File: config.mk
export PLATFORM = sky130hd
export DESIGN_NAME = cfg_dump_streamer
export DESIGN_NICKNAME = d
export VERILOG_FILES = /design/src/rtl/config_pkg.sv /design/src/rtl/cfg_dump_pkg.sv /design/src/rtl/cfg_dump_streamer.sv
export SDC_FILE = /design/constraint.sdc
export NUM_CORES = 1
export LEC_CHECK = 0
export BUFFER_PORTS_ARGS = -buffer_cell sky130_fd_sc_hd__buf_2
export CAP_MARGIN = 20
export CORE_UTILIZATION = 50
export CTS_CLUSTER_DIAMETER = 200
export DETAILED_ROUTE_END_ITERATION = 16
export PLACE_DENSITY = 0.78
export SLEW_MARGIN = 40
export SYNTH_ARGS = -nofsm -noshare
export SYNTH_HDL_FRONTEND = slang
export SYNTH_SLANG_ARGS = --single-unit
File: constraint.sdc
create_clock -name clk_i -period 2.2 [get_ports clk_i]
set_input_delay 0.22 -clock clk_i [delete_from_list [all_inputs] [get_ports clk_i]]
set_output_delay 0.22 -clock clk_i [all_outputs]
set_load 0.005 [all_outputs]
File: src/rtl/config_pkg.sv
// Minimal derived-configuration type consumed by the config dump streamer.
// It carries only the fields that are serialised into the dump.
package config_pkg;

    typedef struct packed {
        int unsigned XLEN;
        int unsigned VLEN;
        int unsigned PLEN;
        int unsigned GPLEN;
        logic        RVA;
        logic        RVB;
        logic        RVC;
        logic        RVD;
        logic        RVF;
        logic        RVH;
        logic        RVS;
        logic        RVU;
        logic        RVV;
        logic        RVZCB;
        logic        RVZCMP;
        logic        RVZiCond;
        logic        RVZicntr;
        logic        RVZihpm;
        logic        XF16;
        logic        XF16ALT;
        logic        XF8;
        logic        XF8ALT;
        logic        XFVec;
        logic        CvxifEn;
        logic        FpPresent;
        logic        MmuPresent;
        logic        DebugEn;
        logic        SuperscalarEn;
        int unsigned NrCommitPorts;
        int unsigned NrIssuePorts;
        int unsigned NrWbPorts;
        int unsigned NR_SB_ENTRIES;
        int unsigned ICACHE_SET_ASSOC;
        int unsigned DCACHE_SET_ASSOC;
        int unsigned ICACHE_INDEX_WIDTH;
        int unsigned DCACHE_INDEX_WIDTH;
        int unsigned ICACHE_LINE_WIDTH;
        int unsigned DCACHE_LINE_WIDTH;
        int unsigned InstrTlbEntries;
        int unsigned DataTlbEntries;
        int unsigned NrPMPEntries;
        int unsigned FLen;
        logic [63:0] DmBaseAddress;
    } cva6_cfg_t;

    localparam cva6_cfg_t cva6_cfg_empty = '0;

endpackage

File: src/rtl/cfg_dump_pkg.sv
// Word layout, ISA bitmap positions and FSM encoding for the config dump.
// cfg_word() is the pure word mux for the fixed part of the dump (W0..W7).
package cfg_dump_pkg;

    localparam int unsigned NumWords  = 9;
    localparam logic [31:0] MagicWord = 32'hC7A6_0001;
    localparam logic [3:0]  LastIdx   = 4'(NumWords - 1);

    localparam int unsigned IsaRvaBit           = 0;
    localparam int unsigned IsaRvbBit           = 1;
    localparam int unsigned IsaRvcBit           = 2;
    localparam int unsigned IsaRvdBit           = 3;
    localparam int unsigned IsaRvfBit           = 4;
    localparam int unsigned IsaRvhBit           = 5;
    localparam int unsigned IsaRvsBit           = 6;
    localparam int unsigned IsaRvuBit           = 7;
    localparam int unsigned IsaRvvBit           = 8;
    localparam int unsigned IsaRvzcbBit         = 9;
    localparam int unsigned IsaRvzcmpBit        = 10;
    localparam int unsigned IsaRvzicondBit      = 11;
    localparam int unsigned IsaRvzicntrBit      = 12;
    localparam int unsigned IsaRvzihpmBit       = 13;
    localparam int unsigned IsaXf16Bit          = 14;
    localparam int unsigned IsaXf16altBit       = 15;
    localparam int unsigned IsaXf8Bit           = 16;
    localparam int unsigned IsaXf8altBit        = 17;
    localparam int unsigned IsaXfvecBit         = 18;
    localparam int unsigned IsaCvxifEnBit       = 19;
    localparam int unsigned IsaFpPresentBit     = 20;
    localparam int unsigned IsaMmuPresentBit    = 21;
    localparam int unsigned IsaDebugEnBit       = 22;
    localparam int unsigned IsaSuperscalarEnBit = 23;

    typedef enum logic [1:0] {
        IDLE = 2'd0,
        SEND = 2'd1,
        DONE = 2'd2
    } state_e;

    function automatic logic [31:0] cfg_word(input config_pkg::cva6_cfg_t cfg,
                                             input logic [3:0] idx);
        logic [31:0] isa;
        logic [31:0] word;
        isa = '0;
        isa[IsaRvaBit]           = cfg.RVA;
        isa[IsaRvbBit]           = cfg.RVB;
        isa[IsaRvcBit]           = cfg.RVC;
        isa[IsaRvdBit]           = cfg.RVD;
        isa[IsaRvfBit]           = cfg.RVF;
        isa[IsaRvhBit]           = cfg.RVH;
        isa[IsaRvsBit]           = cfg.RVS;
        isa[IsaRvuBit]           = cfg.RVU;
        isa[IsaRvvBit]           = cfg.RVV;
        isa[IsaRvzcbBit]         = cfg.RVZCB;
        isa[IsaRvzcmpBit]        = cfg.RVZCMP;
        isa[IsaRvzicondBit]      = cfg.RVZiCond;
        isa[IsaRvzicntrBit]      = cfg.RVZicntr;
        isa[IsaRvzihpmBit]       = cfg.RVZihpm;
        isa[IsaXf16Bit]          = cfg.XF16;
        isa[IsaXf16altBit]       = cfg.XF16ALT;
        isa[IsaXf8Bit]           = cfg.XF8;
        isa[IsaXf8altBit]        = cfg.XF8ALT;
        isa[IsaXfvecBit]         = cfg.XFVec;
        isa[IsaCvxifEnBit]       = cfg.CvxifEn;
        isa[IsaFpPresentBit]     = cfg.FpPresent;
        isa[IsaMmuPresentBit]    = cfg.MmuPresent;
        isa[IsaDebugEnBit]       = cfg.DebugEn;
        isa[IsaSuperscalarEnBit] = cfg.SuperscalarEn;

        case (idx)
            4'd0: word = MagicWord;
            4'd1: word = {cfg.XLEN[7:0], cfg.VLEN[7:0], cfg.PLEN[7:0], cfg.GPLEN[7:0]};
            4'd2: word = isa;
            4'd3: word = {cfg.NrCommitPorts[7:0], cfg.NrIssuePorts[7:0],
                          cfg.NrWbPorts[7:0], cfg.NR_SB_ENTRIES[7:0]};
            4'd4: word = {cfg.ICACHE_SET_ASSOC[7:0], cfg.DCACHE_SET_ASSOC[7:0],
                          cfg.ICACHE_INDEX_WIDTH[7:0], cfg.DCACHE_INDEX_WIDTH[7:0]};
            4'd5: word = {cfg.ICACHE_LINE_WIDTH[15:0], cfg.DCACHE_LINE_WIDTH[15:0]};
            4'd6: word = {cfg.InstrTlbEntries[7:0], cfg.DataTlbEntries[7:0],
                          cfg.NrPMPEntries[7:0], cfg.FLen[7:0]};
            4'd7: word = cfg.DmBaseAddress[31:0];
            default: word = '0;
        endcase
        return word;
    endfunction

endpackage

File: src/rtl/cfg_dump_streamer.sv
// Streams the derived core configuration as 8 words plus an XOR checksum
// trailer over a valid/ready interface, one dump per start request.
module cfg_dump_streamer
    import cfg_dump_pkg::*;
#(
    parameter config_pkg::cva6_cfg_t CVA6Cfg = config_pkg::cva6_cfg_empty
) (
    input  logic        clk_i,
    input  logic        rst_ni,
    input  logic        start_i,
    input  logic        abort_i,
    output logic [31:0] data_o,
    output logic        valid_o,
    input  logic        ready_i,
    output logic        last_o,
    output logic        busy_o,
    output logic        done_o
);

    state_e      state_q, state_d;
    logic [3:0]  idx_q, idx_d;
    logic [31:0] acc_q, acc_d;
    logic        hs;

    always_ff @(posedge clk_i or negedge rst_ni) begin
        if (!rst_ni) begin
            state_q <= IDLE;
            idx_q   <= '0;
            acc_q   <= '0;
        end else begin
            state_q <= state_d;
            idx_q   <= idx_d;
            acc_q   <= acc_d;
        end
    end

    assign hs = valid_o && ready_i;

    always_comb begin
        state_d = state_q;
        idx_d   = idx_q;
        acc_d   = acc_q;
        case (state_q)
            IDLE: begin
                if (start_i && !abort_i) begin
                    state_d = SEND;
                    idx_d   = '0;
                    acc_d   = '0;
                end
            end
            SEND: begin
                if (hs) begin
                    if (idx_q == LastIdx) begin
                        state_d = DONE;
                        idx_d   = '0;
                        acc_d   = '0;
                    end else begin
                        acc_d = acc_q ^ data_o;
                        idx_d = idx_q + 4'd1;
                    end
                end
            end
            DONE:    state_d = IDLE;
            default: state_d = IDLE;
        endcase
        // Abort overrides everything, including a handshake in this cycle.
        if (abort_i) begin
            state_d = IDLE;
            idx_d   = '0;
            acc_d   = '0;
        end
    end

    always_comb begin
        valid_o = 1'b0;
        last_o  = 1'b0;
        busy_o  = 1'b0;
        done_o  = 1'b0;
        data_o  = '0;
        case (state_q)
            SEND: begin
                valid_o = 1'b1;
                busy_o  = 1'b1;
                last_o  = (idx_q == LastIdx);
                // The trailer comes from the running XOR, never a precomputed constant.
                data_o  = (idx_q == LastIdx) ? acc_q : cfg_word(CVA6Cfg, idx_q);
            end
            DONE: begin
                busy_o = 1'b1;
                done_o = 1'b1;
            end
            default: ;
        endcase
    end

endmodule
==> metrics, run 1 <==
status=finished, final reports clean; Worst Hold Launch=abort_i; crit path max fanout=23; Hold Crit Class=primary input to flip-flop; Max Used Layer=met4; WL final=3370 µm; DR WL met2=1620 µm; # rows=21; peak supply drop=0.597 mV; post-synthesis sequential area ratio=52.6%; mean post-synth cell area=11.0 µm²; Ys Warns=0; # H-tree levels=2; Static Leakage=1.20 nW; final core occ=64.5%; WP data arrival=1840 ps; PD cells=899 nW/µm²; post-route ant nets=0; post-synthesis cell type count=32; largest net degree at the start of global routing=39; # DRC=0; Tot GR Track Use=19.5%; switching power=0.613 mW; Worst-Margin Slew=543 ps; final hold viol count=0; most area-consuming cells after synthesis=dfrtp_1 53%, nor2b_1 8.3%, and2_1 8.0%, mux2i_1 6.1%, ha_1 4.1%; TritonCTS buffer count=5; Clock Latency Late Sink=350 ps; Cells after Synth=164; clock share of power=31.7%; skew final=7.89 ps; cells along the critical path=inv_1 -> ha_2 -> and3_1 -> buf_6 -> and2_1 -> buf_2; Tcrit/Tclk final=93.4%; Netlist Area Pre-Place=1810 µm²; Hold Path End=idx_q[1]; Sw Share=31.2%; P&R area growth vs syn=20.7%; Initial Util=53.4%; CP Capture Type=primary output; M1 wire length=1470 µm; unrepaired setup endpoints after global routing=no; reg2reg start=state_q[1]; core footprint=3390 µm²; drt first pass iters=4; Vias=1291; clock tree sinks=38; Setup violations, final=0; critical path type=flip-flop to primary output; Pint=1.35 mW; clock tree buffer depth=2; # nets final=219; Die H=62.2 µm; CP required=1980 ps; first-pass GRT wire length=5810 µm; biggest cell delay along the critical path=450 ps; Reg power frac=38.2%; Vias/cell=5.06; RR Endpoint=acc_q[16]; setup_tns=0 ps; WL/cell=13.2 µm; Die Width=62.2 µm; Syn Nets=175; Yosys top cell area share=52.6%; Post-synth EDFFs=0; layout cell share with drive strength beyond 1=28.7%; count of final max-slew check failures=0; Worst R2R Path Depth=6; Max-cap violations=0; CTS tree=done; initial antenna violation count=0; GPL Wtd Cong=0.807; area leader, netlist=dfrtp_1; final HPWL from detailed placement=2220 µm; ant diodes=0; vias in the first global route=1233; Port Buffers=40; CP Launch Type=flip-flop; ys flop type=dfrtp_1; crit path time final=2060 ps; wire length on met3=196 µm; synthesized flop and latch total=38; die area=3860 µm²; Fmax=486 MHz; clock-pin transition on the worst setup and hold timing paths=120 ps; Inst Count DP=244; combinational power share=30.1%; root buffer cell=clkbuf_4; grt ovf=0; FFs w/ async S/R, synth=100%; hold path cells=2; Ports=41; R2R Setup Slk=310 ps; Slew HR=63.8%; post-route insts no fill=255; Slowest-stage cell, CP=dfrtp_1; Starting DRT DRC Count=58
[power groups by stage]
stage	Clock [mW]	Combinational (mW)	Sequential, mW
floorplan	0	0.397	0.759
global placement	0	0.544	0.762
detailed placement	0	0.566	0.763
CTS	0.634	0.578	0.749
global route	0.661	0.657	0.755
finish	0.623	0.591	0.751
[cells by family after synthesis]
logic type | after synthesis | share of synthesized area, %
and+or+nand+nor | 62 | 22.8
DFF | 38 | 52.6
adders and majority gates | 6 | 4.15
AOI/OAI and AO/OA | 23 | 8.44
buffers and inverters | 24 | 5.95
muxes | 11 | 6.09
[final cells by class]
type,instances,area (µm²)
Fill cell,273,1200
Sequential cell,38,951
Multi-Input combinational cell,102,758
Timing Repair Buffer,45,246
Clock inverter,2,60.1
Inverter,16,60.1
Tap cell,46,57.6
Clock buffer,6,51.3
[synth_stat cells (2+ instances only)]
| master | instances |
|---|---|
| dfrtp_1 | 38 |
| nor2b_1 | 24 |
| and2_1 | 23 |
| inv_1 | 15 |
| a21oi_1 | 12 |
| mux2i_1 | 11 |
| ha_1 | 6 |
| clkbuf_1 | 4 |
| nand3_1 | 3 |
| buf_2 | 2 |
| buf_6 | 2 |
| nand2_1 | 2 |
| nand4b_1 | 2 |
| nor2b_2 | 2 |
[metrics by stage]
| stage | instance area [µm²] | setup slack [ps] | hold WS, ps | power (mW) |
|---|---|---|---|---|
| final | 2180 | 144 | 164 | 1.96 |
| after global placement | 2030 | 365 | 352 | 1.31 |
| after global routing | 2180 | 14.0 | 174 | 2.07 |
| after floorplan | 1810 | 457 | -75.6 | 1.16 |
| after detailed placement | 2030 | 260 | 367 | 1.33 |
| after CTS | 2160 | 23.8 | 159 | 1.96 |
[worst max-delay path by stage]
stage	cells after the start	slack (ps)	to	startpoint
2_1_floorplan	7	460	acc_q[10]	state_q[1]
3_3_place_gp	6	360	acc_q[9]	state_q[1]
3_5_place_dp	6	260	acc_q[9]	state_q[1]
4_1_cts	6	20	data_o[13]	state_q[1]
5_1_grt	7	10	data_o[5]	idx_q[0]
6_report	6	140	data_o[5]	state_q[1]
[cells in the final DEF (no fill, tap or decap), drive strengths merged, types with 2 or more instances in the layout]
cell and count:
buf 44, dfrtp 38, nor2b 26, and2 23
inv 16, a21oi 12, mux2i 11, ha 6
clkbuf 6, nand3 3, nand4b 3, nand2 2
bufinv 2, nor3 2, a211oi 2
[worst max-delay path, delay by kind of cell, from the launching register on]
kind	cells	cell delay, ps
simple gates	2	330
fa+ha+maj	1	280
flops	1	450
buf+inv	3	410
[sequential cells by signal (all words and copies together), names as in the netlist]
| register | count |
|---|---|
| acc_q | 32 |
| idx_q | 4 |
| state_q | 2 |
[what timing repair did]
action,4_1_cts,5_1_grt
hold buffers,1,0
endpoints found under the setup margin,2,30
setup buffers,0,2
gates resized for setup,1,2
hold endpoints to repair,38,0
[routing by layer]
metal	up-vias	global-route usage, %
li1	619	-
met1	617	24.1
met2	47	31.9
met3	8	4.23
met4	0	10.5
met5	-	0
Power figures use the tool's default switching activity.
==> run 2: changes to the inputs <==
--- a/config.mk
+++ b/config.mk
@@ -10,6 +10,7 @@
 export CORE_UTILIZATION = 50
 export CTS_CLUSTER_DIAMETER = 200
 export DETAILED_ROUTE_END_ITERATION = 16
+export GPL_TIMING_DRIVEN = 0
 export PLACE_DENSITY = 0.78
 export SLEW_MARGIN = 40
 export SYNTH_ARGS = -nofsm -noshare
==> run 2 against run 1 <==
Sequential share of layout area shrank 0.27 points. Utilization grew 0.41 points. Global-route usage down 0.16 points. Critical path type unchanged.
==> metrics, run 2 (synthesized netlist as in run 1, its figures left out) <==
Vias=1302; post-route ant nets=0; CTS tree=done; WP data arrival=1840 ps; hold path cells=3; status=finished, final reports clean; WL/cell=12.8 µm; WL final=3350 µm; root buffer cell=clkbuf_4; Fmax=485 MHz; Setup violations, final=0; FF+latch area=951 µm²; initial antenna violation count=0; Clock Latency Late Sink=350 ps; ant diodes=0; most common cell after layout, fill and taps aside=buf_2; CP required=1980 ps; Vias/cell=4.99; Worst-Margin Slew=474 ps; crit path time final=2060 ps; largest net degree at the start of global routing=39; most frequent cells in the layout=40 x buf_2, 38 x dfrtp_1, 24 x nor2b_1, 23 x and2_1, 14 x inv_1; crit path max fanout=10; top register by number of flip-flops=acc_q; Tcrit/Tclk final=93.8%; Final Instance Area=2200 µm²; PD cells=841 nW/µm²; GPL Wtd Cong=0.714; P&R area growth vs syn=21.5%; die area=3860 µm²; clock tree sinks=38; # H-tree levels=2; final HPWL from detailed placement=2290 µm; Max-cap violations=0; Worst R2R Path Depth=7; clock tree buffer depth=2; first-pass GRT wire length=5790 µm; total power=1.85 mW; biggest regs=acc_q x32, idx_q x4, state_q x2; area of placed instances=2070 µm²; peak supply drop=0.618 mV; grt ovf=0; Slew HR=68.4%; Hold Crit Class=primary input to flip-flop; final hold viol count=0; drt first pass iters=4; CP Capture Type=primary output; layout cell share with drive strength beyond 1=29.3%; skew final=4.41 ps; Die Width=62.2 µm; Largest register FFs=32; vias in the first global route=1246; count of final max-slew check failures=0; critical path type=flip-flop to primary output; Ports=41; Port Buffers=40; Layout fillers=273; Tot GR Track Use=19.3%; core footprint=3390 µm²; CP Launch Type=flip-flop; clock-pin transition on the worst setup and hold timing paths=110 ps; # rows=21; Static Leakage=1.20 nW; Die H=62.2 µm; # DRC=0; Initial Util=53.4%; TritonCTS buffer count=5; area occupied by multi-input gates=773 µm²; # nets final=225; Starting DRT DRC Count=53
## run 2: layer usage
layer	wire, µm	global-route usage [%]	part of all wire, %	vias to the layer above
met5	0	0	0	-
met2	1490	29.9	45	40
met1	1590	24.8	48	616
met4	51	8.43	1.5	0
met3	212	6.25	6.3	6
li1	-	-	-	640
## run 2: where the power goes
group / switching, mW / internal [mW] / total, mW
Clock: 0.227 / 0.241 / 0.468
Combinational: 0.362 / 0.263 / 0.625
Sequential: 0.0252 / 0.730 / 0.755
## run 2: worst max-delay path: stages, from the launching register on
cell and delay [ps]:
dfrtp_1 420, inv_2 80, ha_1 150, nor2b_4 210
and3_4 230, clkbuf_4 170, and2_1 130, buf_2 100
## run 2: layout make-up
class                   instances  area share, %
well taps                      46           2.62
multi-input cells             102           35.2
plain buffers                   8           2.45
repair buffers                 43           10.4
clock inverters                 1           1.37
flip-flops and latches         38           43.3
inverters                      16           2.73
clock buffers                   7           2.05
## run 2: worst paths after layout
kind / start / end / slack (ps)
min in group asynchronous: rst_ni / acc_q[30] / 360
worst min-delay path: ready_i / state_q[1] / 230
worst max-delay path: idx_q[0] / data_o[15] / 140
max in group asynchronous: rst_ni / acc_q[22] / 1510
worst min register to register: acc_q[8] / acc_q[8] / 500
worst max register to register: state_q[1] / acc_q[22] / 260
## run 2: stage by stage
step	hold WS [ps]	setup TNS (ps)	setup WS [ps]	instances	utilization (%)
3_3_place_gp	344	0	282	250	61.0
2_1_floorplan	-75.6	0	457	164	-
5_1_grt	231	-3.41	-3.41	261	64.9
3_5_place_dp	370	0	181	250	61.0
6_report	227	0	136	261	64.9
4_1_cts	205	0	9.15	259	64.0
## run 2: what timing repair did
action | 4_1_cts | 5_1_grt
endpoints found under the setup margin | 19 | 22
hold buffers | 1 | 0
pin swaps | 0 | 0
setup buffers | 0 | 2
endpoints found under the hold margin | 38 | 0
gates resized for setup | 4 | 7
==> run 3: changes to the inputs <==
--- a/config.mk
+++ b/config.mk
@@ -5,14 +5,15 @@
 export SDC_FILE = /design/constraint.sdc
 export NUM_CORES = 1
 export LEC_CHECK = 0
+export ABC_AREA = 1
 export BUFFER_PORTS_ARGS = -buffer_cell sky130_fd_sc_hd__buf_2
 export CAP_MARGIN = 20
 export CORE_UTILIZATION = 50
 export CTS_CLUSTER_DIAMETER = 200
 export DETAILED_ROUTE_END_ITERATION = 16
 export GPL_TIMING_DRIVEN = 0
-export PLACE_DENSITY = 0.78
-export SLEW_MARGIN = 40
+export PLACE_DENSITY = 0.77
+export SLEW_MARGIN = 20
 export SYNTH_ARGS = -nofsm -noshare
 export SYNTH_HDL_FRONTEND = slang
 export SYNTH_SLANG_ARGS = --single-unit
==> constraint.sdc (replaced) <==
create_clock -name clk_i -period 1.9 [get_ports clk_i]
set_input_delay 0.19 -clock clk_i [delete_from_list [all_inputs] [get_ports clk_i]]
set_output_delay 0.19 -clock clk_i [all_outputs]
set_load 0.005 [all_outputs]
==> run 3 against run 2 <==
Register-to-register slack is essentially flat. Sequential power up 26%. Total power rose by 40%. Clock skew rose by 0.86 ps. Worst hold slack lost 220 ps. Utilization is 0.71 points higher. Critical endpoint is now last_o. Synthesized cell count grew 38%. Combinational power grew 79%. First-iteration DRC count rose by 42%. Design area rose by 10%. Worst setup slack lost 86 ps. Cell count up 27%.
==> metrics, run 3 <==
Starting DRT DRC Count=75; area leader, netlist=dfrtp_1; Place WS=115 ps; largest net degree at the start of global routing=39; biggest regs=acc_q x32, idx_q x4, state_q x2; CTS tree=done; post-synthesis cell type count=21; # nets final=294; Ports=41; GPL Wtd Cong=0.840; Yosys top cell area share=48.9%; Post-synth EDFFs=0; status=finished, final reports clean; Fmax=541 MHz; clock tree sinks=38; R2R Setup Slk=260 ps; Min Hold Slack=3.43 ps; Static Leakage=1.18 nW; reg2reg start=idx_q[0]; cell with the most instances after synthesis=nor2_1; hold bufs inserted after CTS=0; CP required=1710 ps; total power=2.59 mW; ant diodes=0; Netlist Area Pre-Place=1940 µm²; Most common cell on crit path=buf_4; cells along the critical path=inv_2 -> ha_4 -> nand3_4 -> nor2_4 -> buf_4 -> buf_4 -> buf_4 -> buf_4 -> buf_2; grt ovf=0; critical path type=flip-flop to primary output; Max-cap violations=0; Largest register FFs=32; WL/cell=10.6 µm; ys flop type=dfrtp_1; Final WS setup=50.1 ps; FFs w/ async S/R, synth=100%; vias in the first global route=1379; Final Instance Area=2420 µm²; # DRC=0; WP depth=9; Die Width=64.4 µm; first-pass GRT wire length=6040 µm; Worst-Margin Slew=847 ps; Port Buffers=40; # H-tree levels=2; WL final=3510 µm; Ys Warns=0; final hold viol count=0; final core occ=65.6%; post-synthesis sequential area ratio=48.9%; root buffer cell=clkbuf_8; # rows=22; Vias=1525; PD cells=1070 nW/µm²; Cells after Synth=227; layout cell share with drive strength beyond 1=36.7%; area of placed instances=2200 µm²; Layout fillers=344; clock tree buffer depth=2; Slowest-stage cell, CP=dfrtp_1; WP data arrival=1660 ps; Clock Latency Late Sink=290 ps; Syn Nets=238; initial antenna violation count=0; most frequent cells in the layout=60 x nor2_1, 42 x buf_2, 38 x inv_1, 37 x dfrtp_1, 21 x a21oi_1; synthesized flop and latch total=38; Worst R2R Path Depth=9; most area-consuming cells after synthesis=dfrtp_1 49%, nor2_1 12%, inv_1 8.1%, a21oi_1 5.4%, nor2_4 5.2%; Slew HR=43.5%; top register by number of flip-flops=acc_q; crit path buf inv count=6; setup_tns=0 ps; most common cell after layout, fill and taps aside=nor2_1; CP Launch Type=flip-flop; CP Capture Type=primary output; post-route insts no fill=331; P&R area growth vs syn=24.4%; crit-path leading delay family=buffers and inverters; die area=4140 µm²; Inst Count DP=315; clock-pin transition on the worst setup and hold timing paths=70 ps; core footprint=3690 µm²; Vias/cell=4.61; Hold Crit Class=primary input to asynchronous set/reset pin; crit path max fanout=3; peak supply drop=0.679 mV; drt first pass iters=4; crit path time final=1850 ps; Initial Util=52.7%; Tcrit/Tclk final=97.4%; Setup violations, final=0; TritonCTS buffer count=5; post-route ant nets=0; biggest cell delay along the critical path=400 ps; RR Endpoint=acc_q[24]; skew final=5.28 ps; final HPWL from detailed placement=2390 µm; commonest cells in the netlist=62 x nor2_1, 42 x inv_1, 38 x dfrtp_1; mean post-synth cell area=8.57 µm²; Die H=64.4 µm; count of final max-slew check failures=0; Tot GR Track Use=18.9%
## run 3: cell count changes in the layout (fill, tap and decap cells not counted), moves of 6 or more
cell      previous run  this run
nor2_1               1        60
nor2b_1             24         0
buf_4                4        11
nor2_2               0        13
mux2i_1             11         0
nor2_4               0        10
inv_1               14        38
clkbuf_4             6         0
a21oi_1             12        21
and2_1              23         0
## run 3: worst register-to-register path, cell delays in order, from the launching register on
cell	delay, ps
dfrtp_1	420
inv_2	100
ha_4	170
nand3_4	90
buf_4	150
nand2_2	90
buf_2	220
inv_1	90
a21oi_1	150
nor2_1	60
## run 3: logic make-up after synthesis
| logic type | synth area share (%) |
|---|---|
| AOI/OAI and AO/OA | 6.44 |
| xor gates and xnor gates | 0.451 |
| adders and majority gates | 3.86 |
| buffers and inverters | 12.7 |
| DFF | 48.9 |
| and+or+nand+nor | 27.7 |
## run 3: area by class of cell
type | count | area, µm² | share of cell area (%)
tap | 48 | 60.1 | 2.48
inverter | 46 | 178 | 7.35
buffer | 8 | 80.1 | 3.31
multi-input combinational | 135 | 802 | 33.2
sequential | 38 | 952 | 39.4
clock buffer | 5 | 68.8 | 2.85
clock inverter | 2 | 10.0 | 0.414
timing repair buffer | 49 | 268 | 11.1
## run 3: power breakdown
group	switching, mW	internal, mW	leakage [nW]
clock network	0.274	0.246	0.0438
logic	0.675	0.444	0.614
registers	0.0472	0.906	0.525
## run 3: per-layer routing
layer / routed length (µm) / track usage (%)
met1: 1740 / 25.0
met2: 1580 / 30.3
met3: 163 / 5.00
met4: 33 / 5.83
met5: 0 / 0
## run 3: how the worst max path moves through the flow
| stage | startpoint | to |
|---|---|---|
| 3_3_place_gp | state_q[1] | data_o[27] |
| 2_1_floorplan | state_q[1] | acc_q[10] |
| 6_report | idx_q[0] | last_o |
| 5_1_grt | idx_q[0] | last_o |
| 3_5_place_dp | state_q[1] | data_o[27] |
| 4_1_cts | idx_q[1] | data_o[3] |
## run 3: timing repair
item	4_1_cts	5_1_grt
endpoints found under the setup margin	30	31
setup buffers	4	5
resized for setup	13	6
pin swaps	2	2
